$ cat src/rtl/abc_stage_pkg.sv
// Shared types and helpers for the a/b/c input conditioning stage.
package abc_stage_pkg;

   typedef enum logic {MODE_MANUAL, MODE_SWEEP} mode_e;

   typedef logic [2:0] abc_t;

   // Bits needed to count 0..n-1, never less than one.
   function automatic int cnt_w(input int n);
      return (n > 1) ? $clog2(n) : 1;
   endfunction

endpackage

$ cat src/rtl/debounce_bit.sv
// One raw async input: 2-flop synchroniser followed by a consecutive-mismatch debouncer.
module debounce_bit
   import abc_stage_pkg::*;
#(
   parameter int DEBOUNCE_CYCLES = 1000000
) (
   input  logic clk,
   input  logic rst_n,
   input  logic raw,
   output logic clean
);

   localparam int CW = cnt_w(DEBOUNCE_CYCLES);
   localparam logic [CW-1:0] CNT_LAST = CW'(DEBOUNCE_CYCLES - 1);

   logic          meta_q;
   logic          sync_q;
   logic          deb_q;
   logic          deb_d;
   logic [CW-1:0] cnt_q;
   logic [CW-1:0] cnt_d;

   always_ff @(posedge clk or negedge rst_n) begin
      if (!rst_n) begin
         meta_q <= 1'b0;
         sync_q <= 1'b0;
         deb_q  <= 1'b0;
         cnt_q  <= '0;
      end else begin
         meta_q <= raw;
         sync_q <= meta_q;
         deb_q  <= deb_d;
         cnt_q  <= cnt_d;
      end
   end

   // Any agreeing cycle restarts the count; the last mismatch cycle accepts the new value.
   always_comb begin
      deb_d = deb_q;
      cnt_d = '0;
      if (sync_q != deb_q) begin
         if (cnt_q == CNT_LAST) begin
            deb_d = sync_q;
         end else begin
            cnt_d = cnt_q + 1'b1;
         end
      end
   end

   assign clean = deb_q;

endmodule

$ cat src/rtl/abc_input_conditioner.sv
// Conditions board switches into registered a/b/c, with an automatic sweep of all 8 patterns.
module abc_input_conditioner
   import abc_stage_pkg::*;
#(
   parameter int DEBOUNCE_CYCLES = 1000000,
   parameter int DWELL_CYCLES    = 50000000
) (
   input  logic       clk,
   input  logic       rst_n,
   input  logic [2:0] sw_in,
   input  logic       mode_sweep,
   output logic       a,
   output logic       b,
   output logic       c,
   output logic [2:0] pattern,
   output logic       update
);

   localparam int DW = cnt_w(DWELL_CYCLES);
   localparam logic [DW-1:0] DWELL_LAST = DW'(DWELL_CYCLES - 1);

   logic [3:0] raw_w;
   logic [3:0] deb_w;
   abc_t       sw_deb;
   logic       mode_deb;

   assign raw_w = {mode_sweep, sw_in};

   generate
      for (genvar i = 0; i < 4; i++) begin : g_deb
         debounce_bit #(
            .DEBOUNCE_CYCLES(DEBOUNCE_CYCLES)
         ) u_deb (
            .clk   (clk),
            .rst_n (rst_n),
            .raw   (raw_w[i]),
            .clean (deb_w[i])
         );
      end
   endgenerate

   assign sw_deb   = deb_w[2:0];
   assign mode_deb = deb_w[3];

   mode_e         state_q;
   mode_e         state_d;
   logic [DW-1:0] dwell_q;
   logic [DW-1:0] dwell_d;
   abc_t          pat_q;
   abc_t          pat_d;
   abc_t          abc_q;
   abc_t          abc_d;
   logic          update_q;

   always_ff @(posedge clk or negedge rst_n) begin
      if (!rst_n) begin
         state_q  <= MODE_MANUAL;
         dwell_q  <= '0;
         pat_q    <= '0;
         abc_q    <= '0;
         update_q <= 1'b0;
      end else begin
         state_q  <= state_d;
         dwell_q  <= dwell_d;
         pat_q    <= pat_d;
         abc_q    <= abc_d;
         update_q <= (abc_d != abc_q);
      end
   end

   // Mode transitions are checked before the dwell terminal count so they win a tie.
   always_comb begin
      state_d = state_q;
      dwell_d = '0;
      pat_d   = '0;
      abc_d   = abc_q;
      case (state_q)
         MODE_MANUAL: begin
            if (mode_deb) begin
               state_d = MODE_SWEEP;
               abc_d   = '0;
            end else begin
               abc_d   = sw_deb;
            end
         end
         MODE_SWEEP: begin
            if (!mode_deb) begin
               state_d = MODE_MANUAL;
               abc_d   = sw_deb;
            end else if (dwell_q == DWELL_LAST) begin
               pat_d   = pat_q + 3'd1;
               abc_d   = pat_d;
            end else begin
               dwell_d = dwell_q + 1'b1;
               pat_d   = pat_q;
               abc_d   = pat_q;
            end
         end
         default: begin
            state_d = MODE_MANUAL;
         end
      endcase
   end

   assign {a, b, c} = abc_q;
   assign pattern   = abc_q;
   assign update    = update_q;

endmodule

$ cat config.mk
export PLATFORM = sky130hd
export DESIGN_NAME = abc_input_conditioner
export DESIGN_NICKNAME = d
export VERILOG_FILES = /design/src/rtl/abc_stage_pkg.sv /design/src/rtl/debounce_bit.sv /design/src/rtl/abc_input_conditioner.sv
export SDC_FILE = /design/constraint.sdc
export NUM_CORES = 1
export LEC_CHECK = 0
export CAP_MARGIN = 10
export CORE_MARGIN = 2
export CORE_UTILIZATION = 43
export DETAILED_ROUTE_END_ITERATION = 6
export GPL_TIMING_DRIVEN = 1
export PLACE_DENSITY = 0.56
export SLEW_MARGIN = 20
export SYNTH_ARGS = -nofsm -noshare
export SYNTH_HDL_FRONTEND = slang
export SYNTH_HIERARCHICAL = 1
export SYNTH_SLANG_ARGS = --single-unit
$ cat constraint.sdc
create_clock -name clk -period 2.4 [get_ports clk]
set_clock_uncertainty 0.15 [all_clocks]
set_input_delay 0.48 -clock clk [delete_from_list [all_inputs] [get_ports clk]]
set_output_delay 0.48 -clock clk [all_outputs]
set_load 0.02 [all_outputs]
==> reports/results.ini <==
[outcome]
status=finished, final reports clean

[clock_tree]
cts_root_buf=clkbuf_16
cts_made_buffers=17
cts_tree=done
htree_levels=4
cts.clk_slew.worst_paths_ns=0.05
clock_latency_ns=0.40
cts_sinks=126
cts_resized=0
cts.path.max_buffers=2

[setup_path]
r2r-end=g_deb[1].u_deb/clean$_DFFE_PN0P_
start_kind=register
slowest_delay_ns=0.53
crit_type=register to register
slowest_stage=or4_4
crit_chain=or4_1 > or4_4 > nor2_1 > mux2_2
critPathRequiredTime_ns=2.54
r2r-start=g_deb[1].u_deb/cnt_q[12]$_DFF_PN0_
crit_arrival_ns=2.35
startpoint=g_deb[1].u_deb/cnt_q[12]$_DFF_PN0_
reg2reg_slack_ns=0.19
ff2ff_path_depth=4
crit_path_end_kind=register
worstPathMaxFanout=5

[routing]
vias=4393
drt_first_pass_iters=5
drt_iter0_markers=211
via_per_inst=5.20
wl_um=11900
ant_nets=0
drcViolationCount=0
wl_per_cell_um=14.1

[placed_design]
place_area_um2=6700
dp_cells=811
pre_cts_slack_ns=0.193
gp_congestion=0.839
dp_hpwl_um=8150
io_buffers=12

[cells_and_area]
multiInputGateArea_um2=2820
stdcell_count=844
finalInstanceArea_um2=7330
fin_util=0.524
fill_cells=1281
drive_gt1_frac=0.139
antenna-diode-count=0
area_growth_pct=17.9
seq_area_um2=3150
fin_nets=663

[hold_path]
hold_path_depth=0
holdPathEnd=g_deb[2].u_deb/sync_q$_DFF_PN0_
hold_class=register to register
min_from=g_deb[2].u_deb/meta_q$_DFF_PN0_

[grt]
grt_pass1_vias=4391
overflow=0
grt_max_degree=41
grt_use_total=0.167
antenna_found_initial=0
grt_pass1_wl_um=21000

[sta]
max_freq_mhz=452
layout_setup_ws_ns=0.185
finalHoldViolations=0
rsz0062_at_grt=no
min_period_ns=2.21
setup_viol_count_final=0
hold_slack_ns=0.196
fin_crit_sh=0.923
slew_violations=0
max_slew_margin=0.523
setup-tns-final_ns=0
worst_pin_slew_ns=0.709

[synthesis]
synth_top_cell_area_share=0.507
synthAdderAreaFrac=0.0121
synthFlopType=dfrtp_1
synth_xor_area_frac=0.127
synthMuxAreaShare=0.00724
synth-async-reset-ratio=1.00
synth_top_area_cell=dfrtp_1
ys_warn_count=6
synth_top_family_by_area=simple AND/OR/NAND/NOR gates
netlist_area_um2=6220
synth_nets=624
synth-compound-area-share=0.0473
synthSimpleGateAreaFrac=0.260
ys_ff_latch=126
synth.area.top_cells=dfrtp_1 (51%), xnor2_1 (8.9%), nor2_1 (7.3%)
synth_cell_type_count=47
syn_area_per_cell_um2=10.2
yosysSeqAreaShare=0.507
synth_edf_count=0
postSynthCellCount=612

[floorplanning]
boundaryPins=13
die_x_um=124
die-area_um2=15400
core_um2=14000
fp.dieH_um=124
num_rows=43
start_util=0.444

[power_and_ir_drop]
finalPower_mw=4.96
vdd_drop_max_mv=0.480
powerDensity_nw_per_um2=676
p_leak_nw=3.00

[job]
max_cap_violations=0

-- Yosys cell counts, drive strengths merged, types with 5 or more instances --
cell	count
a21oi	12
and3	9
buf	11
dfrtp	126
ha	6
inv	34
nand2	26
nand3	32
nand4	27
nor2	122
nor3	18
nor3b	5
nor4	22
o21ai	11
or3	7
or4	12
xnor2	63
xor2	27
-- kinds of logic (layout without fill, tap and decap cells) --
group           Yosys count  in the layout
xor+xnor                 90             90
fa+ha+maj                 6              6
mux                       4              4
simple gates            302            302
buf+inv                  49            101
flops                   126            126
compound gates           35             35
-- state kept, by name, indices dropped and copies added (netlist names) --
register	count
dwell_q	26
g_deb.u_deb/cnt_q	80
g_deb.u_deb/meta_q	4
pattern	3
update	1
g_deb.u_deb/clean	4
state_q	1
g_deb.u_deb/sync_q	4
pat_q	3
-- layer usage --
| metal | GRT usage | wire [um] | up-vias |
|---|---|---|---|
| met5 | 0 | 0 | - |
| met4 | 0.0575 | 51 | 0 |
| met3 | 0.0499 | 345 | 2 |
| met2 | 0.259 | 5730 | 51 |
| met1 | 0.224 | 5770 | 2157 |
| li1 | - | - | 2183 |
-- worst max-delay path: cells and delay by family, from the launching register on --
family	cells	cell delay [ns]
DFF	1	0.42
muxes	1	0.34
and+or+nand+nor	3	1.19
-- power breakdown --
group	switching [mW]	total (mW)	internal [mW]
registers	0.0185	2.17	2.15
clock network	0.859	2.66	1.80
logic	0.0824	0.130	0.0481
total	0.960	4.96	4.00
-- final cells by class --
class | instances | share of cell area
clock inverter | 5 | 0.0137
multi-input combinational | 437 | 0.385
timing repair buffer | 35 | 0.0519
tap | 180 | 0.0307
sequential | 126 | 0.430
inverter | 34 | 0.0174
clock buffer | 27 | 0.0714
-- worst max path at each step --
| stage | to | slack [ns] | cells past startpoint |
|---|---|---|---|
| after floorplan | g_deb[0].u_deb/cnt_q[10]$_DFF_PN0_ | 0.27 | 5 |
| after detailed placement | g_deb[3].u_deb/clean$_DFFE_PN0P_ | 0.19 | 4 |
| after global placement | g_deb[2].u_deb/clean$_DFFE_PN0P_ | 0.23 | 4 |
| final | g_deb[1].u_deb/clean$_DFFE_PN0P_ | 0.19 | 4 |
| after global routing | g_deb[1].u_deb/cnt_q[18]$_DFF_PN0_ | 0.06 | 5 |
| after CTS | g_deb[3].u_deb/clean$_DFFE_PN0P_ | 0.18 | 4 |
-- cells in the final DEF, fill, tap and decap left out, drive strengths merged, types with 7 or more instances in the layout --
cell / instances
nor3: 18
nand4: 27
a21oi: 12
or4: 12
xnor2: 63
o21ai: 11
nand3: 32
nor4: 22
and3: 9
or3: 7
buf: 23
inv: 34
nand2: 26
clkbuf: 27
clkdlybuf4s50: 11
xor2: 27
nor2: 122
dfrtp: 126
-- timing repair --
item                                   4_1_cts  5_1_grt
endpoints found under the hold margin       33        0
hold buffers                                 1        0
setup buffers                                0        0
No activity file was read; power rests on OpenSTA's default activity.
